File: src/rtl/mix_column.sv
// AES MixColumns / InvMixColumns over a 128-bit column-major state.
// Combinational result on out_test plus a one-cycle registered copy with a valid flag.
module mix_column (
    input  logic         clk,
    input  logic         rst_n,
    input  logic [127:0] in,
    input  logic         dec,
    input  logic         in_valid,
    output logic [127:0] out_test,
    output logic [127:0] out_q,
    output logic         out_valid
);

    function automatic logic [7:0] xtime(input logic [7:0] a);
        xtime = {a[6:0], 1'b0} ^ (a[7] ? 8'h1B : 8'h00);
    endfunction

    function automatic logic [7:0] mul3(input logic [7:0] a);
        mul3 = xtime(a) ^ a;
    endfunction

    // Inverse coefficients share one x, x^2, x^3 chain per byte.
    function automatic logic [31:0] inv_terms(input logic [7:0] a);
        logic [7:0] x1, x2, x3;
        x1 = xtime(a);
        x2 = xtime(x1);
        x3 = xtime(x2);
        // packed as {9a, Ba, Da, Ea}
        inv_terms = {x3 ^ a, x3 ^ x1 ^ a, x3 ^ x2 ^ a, x3 ^ x2 ^ x1};
    endfunction

    function automatic logic [31:0] mix_col(input logic [31:0] col, input logic inv);
        logic [7:0]  a0, a1, a2, a3;
        logic [31:0] t0, t1, t2, t3;
        logic [31:0] fwd, rev;
        a0 = col[31:24];
        a1 = col[23:16];
        a2 = col[15:8];
        a3 = col[7:0];
        fwd = {xtime(a0) ^ mul3(a1) ^ a2 ^ a3,
               a0 ^ xtime(a1) ^ mul3(a2) ^ a3,
               a0 ^ a1 ^ xtime(a2) ^ mul3(a3),
               mul3(a0) ^ a1 ^ a2 ^ xtime(a3)};
        t0 = inv_terms(a0);
        t1 = inv_terms(a1);
        t2 = inv_terms(a2);
        t3 = inv_terms(a3);
        // byte lanes of t*: [31:24]=9, [23:16]=B, [15:8]=D, [7:0]=E
        rev = {t0[7:0]   ^ t1[23:16] ^ t2[15:8]  ^ t3[31:24],
               t0[31:24] ^ t1[7:0]   ^ t2[23:16] ^ t3[15:8],
               t0[15:8]  ^ t1[31:24] ^ t2[7:0]   ^ t3[23:16],
               t0[23:16] ^ t1[15:8]  ^ t2[31:24] ^ t3[7:0]};
        mix_col = inv ? rev : fwd;
    endfunction

    genvar gi;
    generate
        for (gi = 0; gi < 4; gi++) begin : g_col
            assign out_test[127-32*gi -: 32] = mix_col(in[127-32*gi -: 32], dec);
        end
    endgenerate

    logic [127:0] out_d;
    assign out_d = in_valid ? out_test : out_q;

    always_ff @(posedge clk or negedge rst_n) begin
        if (!rst_n) begin
            out_q     <= 128'h0;
            out_valid <= 1'b0;
        end else begin
            out_q     <= out_d;
            out_valid <= in_valid;
        end
    end

endmodule

File: config.mk
export PLATFORM = sky130hd
export DESIGN_NAME = mix_column
export DESIGN_NICKNAME = d
export VERILOG_FILES = /design/src/rtl/mix_column.sv
export SDC_FILE = /design/constraint.sdc
export NUM_CORES = 1
export LEC_CHECK = 0
export ABC_CLOCK_PERIOD_IN_PS = 4300
export BUFFER_PORTS_ARGS = -buffer_cell sky130_fd_sc_hd__buf_2
export CORE_ASPECT_RATIO = 1.4
export CORE_MARGIN = 2
export CORE_UTILIZATION = 47
export CTS_CLUSTER_DIAMETER = 200
export CTS_CLUSTER_SIZE = 30
export DETAILED_ROUTE_END_ITERATION = 16
export GPL_ROUTABILITY_DRIVEN = 1
export HOLD_SLACK_MARGIN = 0.02
export PLACE_DENSITY = 0.72
export SYNTH_ARGS = -nofsm -noshare
export SYNTH_HDL_FRONTEND = slang
export SYNTH_SLANG_ARGS = --single-unit
File: constraint.sdc
create_clock -name clk -period 4.3 [get_ports clk]
set_input_delay 0.43 -clock clk [delete_from_list [all_inputs] [get_ports clk]]
set_output_delay 0.43 -clock clk [all_outputs]
set_load 0.02 [all_outputs]
# After elaboration in Yosys (flattened, before gate mapping)
# Cells that the tools add are included.
# W data, S select, Z words.
# totals
regBits	129
inputBits	132
output_inout_bits	257
word_cells	310
# classes
muxes	52
n_bitwise	256
# op_table
op	n
$xor A8 B8 Y8	210
$xor A8 B5 Y8	46
$mux W5	48
$mux W32	4

# Depth between registers and ports, before layout
# depth
ltp_word	12
ltp_mapped	7
depth_no_buf	6

# Worst setup path after synthesis
# Ideal clock, no wire load.
# synth_timing
kind	input to output
startpoint	input port in[6]
endpoint	output port out_test[28]
arrival_time_ps	2446
required_ps	3870
slack_ps	1424
path_stages	7
path_buffers	1
cell_sequence	buf_4 > xor3_2 > xnor3_1 > or4_1 > nand4_1 > nor2_1 > xnor2_1
# synth_via
elab_chain_len	7
# synth_lines
item	line_no	source
start, declared	6	input logic [127:0] in,
$xor A8 B8 Y8	15	xtime = {a[6:0], 1'b0} ^ (a[7] ? 8'h1B : 8'h00);
$mux W5	15	
$xor A8 B5 Y8 (2 in a row)	15	
$xor A8 B8 Y8	29	inv_terms = {x3 ^ a, x3 ^ x1 ^ a, x3 ^ x2 ^ a, x3 ^ x2 ^ x1};
$xor A8 B8 Y8	49	rev = {t0[7:0] ^ t1[23:16] ^ t2[15:8] ^ t3[31:24],
$mux W32	53	mix_col = inv ? rev : fwd;
end, declared	9	output logic [127:0] out_test,
# Every way passes these cells.

# Worst setup path after layout
# layout_timing
startpoint	input port in[55]
endpoint	output port out_test[35]
# layout_via
elab_chain_len	10
# layout_lines
item	line_no	source
$mux W5	15	
$xor A8 B5 Y8 (3 in a row)	15	
$xor A8 B8 Y8 (2 in a row)	29	
$xor A8 B8 Y8 (3 in a row)	52	t0[23:16] ^ t1[15:8] ^ t2[31:24] ^ t3[7:0]};
$mux W32	53	
# Every way passes these cells.

==> out/summary.txt <==
Final Max Slew Viols: 0
Register area: 3228 um2
Relative slew margins: 0.4647
Syn. warnings: 0
Vias post-DR: 11120
Largest net degree at the start of global routing: 88
Setup crit start kind: input port
First-pass DRT Iterations: 4
CP Max Fanout: 7
Total Die Area: 35230 um2
RSZ-0062 raised after global routing: no
Setup TNS Final: 0 ps
Starting Density: 0.4773
Worst r2r src: out_q[107]$_DFFE_PN0P_
Nets@finish: 1850
FP Rows: 79
IO Pins: 389
Num CTS Buffers: 17
Worst path required time: 3870 ps
Routed wire per std cell: 19.96 um
Worst R2R Path Depth: 2
Fraction of power spent switching nets: 0.4630
DP HPWL: 34390 um
CP Capture Type: primary output
FF-to-FF End: out_q[107]$_DFFE_PN0P_
Clock skew: 0 ps
Post-Syn Nets: 1555
Total Wirelength: 43520 um
Min Tclk post-route: 3175 ps
CTS tree: done
Worst-Margin Slew: 803.0 ps
Post-synth EDFFs: 0
Cells after Synth: 1423
Synth async-reset ratio: 1.000
Crit path DAT: 2740 ps
Core Area: 33210 um2
Die Width: 159.2 um
Multi-input gate area: 12020 um2
Vias in the first global route: 11770
Synth Cell Area: 15850 um2
Total track usage: 0.2468
Antenna violations before repair: 4
Tot Pwr: 11.22 mW
GP Congestion: 0.9286
Port bufs: 388
Die H: 221.3 um
Layout cells sized above 1: 0.3299
WS Path Type: in -> out
Leakage: 8.549 nW
Clk pin slew, worst setup/hold paths: 60 ps
Hold-fix buffers at CTS: 1
Worst vdd rail ir drop: 0.3620 mV
Net Switching: 5.196 mW
Worst hold margin: 484.8 ps
Antenna Nets Post-Route: 0
Yosys cell types: 51
Worst-skew pair later-pin latency: 460 ps
Grt ovf: 0
Max_cap viols: 0
Clock power frac: 0.142
Commonest non-fill, non-tap cells in the layout: xnor2_1 (502), buf_2 (385), xor2_1 (171), dfrtp_1 (129), mux2_2 (113)
Combinational share of power: 0.673
Synth Area per Inst: 11.14 um2
Hold path cells: 2
Fmax: 315.0 MHz
Avg Vias per Cell: 5.100
Maximum buffer depth of the clock tree: 2
DRC viols: 0
H-Tree Depth: 4
Sequential area share after synthesis: 0.2036
P&R area growth vs syn: 16.77%
Root buf cell: clkbuf_16
Outcome: finished clean
Hold Path End: out_q[44]$_DFFE_PN0P_
First-pass GRT wire length: 67790 um
Post-CTS setup buffer count: 0
Hold Fails Final Rpt: 0
Final setup fails: 0
Most used DFF post-synth: dfrtp_1
Hold_sp: out_q[44]$_DFFE_PN0P_
Period utilization: 0.7383
Internal power: 6.027 mW
Synth Register Bits: 129
Fillers: 2908
Worst reg2reg setup slack: 3180 ps
Post-cts resize count: 0
Sequential share of power: 0.185
Sink Count: 129
Drt first-iter violations: 519
P per Cell Area: 606.3 nW/um2
Worst hold path type: reg -> reg
Most common cell after layout, fill and taps aside: xnor2_1
synth_stat cells (2+ instances only):
master,n,area share
a211o_1,4,0.0022
a21o_1,2,0.00095
a21oi_1,27,0.0085
a31oi_1,4,0.0016
and2_1,2,0.00079
buf_1,6,0.0014
buf_2,44,0.014
buf_4,11,0.0052
buf_6,2,0.0014
clkbuf_1,56,0.013
clkbuf_2,3,0.00095
dfrtp_1,129,0.20
inv_1,8,0.0019
mux2_2,113,0.080
mux2i_1,25,0.016
nand2_1,48,0.011
nand3_1,4,0.0013
nand4_1,9,0.0036
nor2_1,55,0.013
o211ai_1,3,0.0014
o21ai_1,5,0.0016
or4_1,2,0.00095
xnor2_1,502,0.28
xnor2_2,17,0.017
xnor3_1,112,0.16
xor2_1,171,0.094
xor2_2,6,0.0062
xor3_1,29,0.043
xor3_2,2,0.0032
state kept, by name, indices dropped and copies added, names as in the netlist:
signal	flops
out_valid	1
out_q	128
worst max-delay path by stage:
stage	startpoint	to	slack, ps
3_5_place_dp	in[78]	out_test[84]	1150
4_1_cts	in[78]	out_test[84]	1150
6_report	in[55]	out_test[35]	1130
2_1_floorplan	in[6]	out_test[28]	1420
3_3_place_gp	in[23]	out_test[30]	1200
5_1_grt	in[19]	out_test[30]	980
layer usage:
metal | wire length [um] | vias to the layer above | GRT usage
li1 | - | 5188 | -
met1 | 17140 | 5489 | 0.2868
met2 | 23080 | 370 | 0.4501
met3 | 2123 | 70 | 0.04199
met4 | 1169 | 0 | 0.09707
met5 | 0 | - | 0
cell families (layout without fill, tap and decap cells):
logic type,count (synthesis),after routing,share of synthesized area
XOR/XNOR,841,841,0.6045
buffers and inverters,130,438,0.03805
flip-flops,129,129,0.2036
AND/OR/NAND/NOR,129,129,0.03481
AO/OA/AOI/OAI,54,54,0.02115
multiplexers,140,140,0.09788
other,0,4,0
worst max-delay path, stage by stage:
cell and delay, ps:
buf_2 240, xnor3_1 520, xnor3_1 410, xnor3_1 400, a21oi_1 190, xor2_1 320
buf_2 240
stage by stage:
step                instances  area, um2  setup WS (ps)    util
finish                   2180      18510           1125  0.5573
global route             2180      18510          983.1  0.5573
floorplan                1423      15850           1424       -
detailed placement       2143      17870           1155  0.5381
global placement         2143      17870           1196  0.5381
CTS                      2176      18500           1154  0.5570
power groups by stage:
stage               registers (mW)  clock network (mW)  logic [mW]
CTS                           2.08                1.63        7.60
detailed placement            2.10                   0        7.55
global placement              2.08                   0        7.49
global route                  2.15                1.67        8.00
finish                        2.08                1.60        7.55
floorplan                     2.83                   0        4.68
area by class of cell:
type,instances,share of cell area
timing repair buffer,398,0.1106
multi-input combinational,1164,0.6494
clock inverter,13,0.009396
inverter,8,0.001622
tap,445,0.03008
antenna,4,0.0005408
sequential,129,0.1744
clock buffer,19,0.02393
Power figures use the tool's default switching activity.
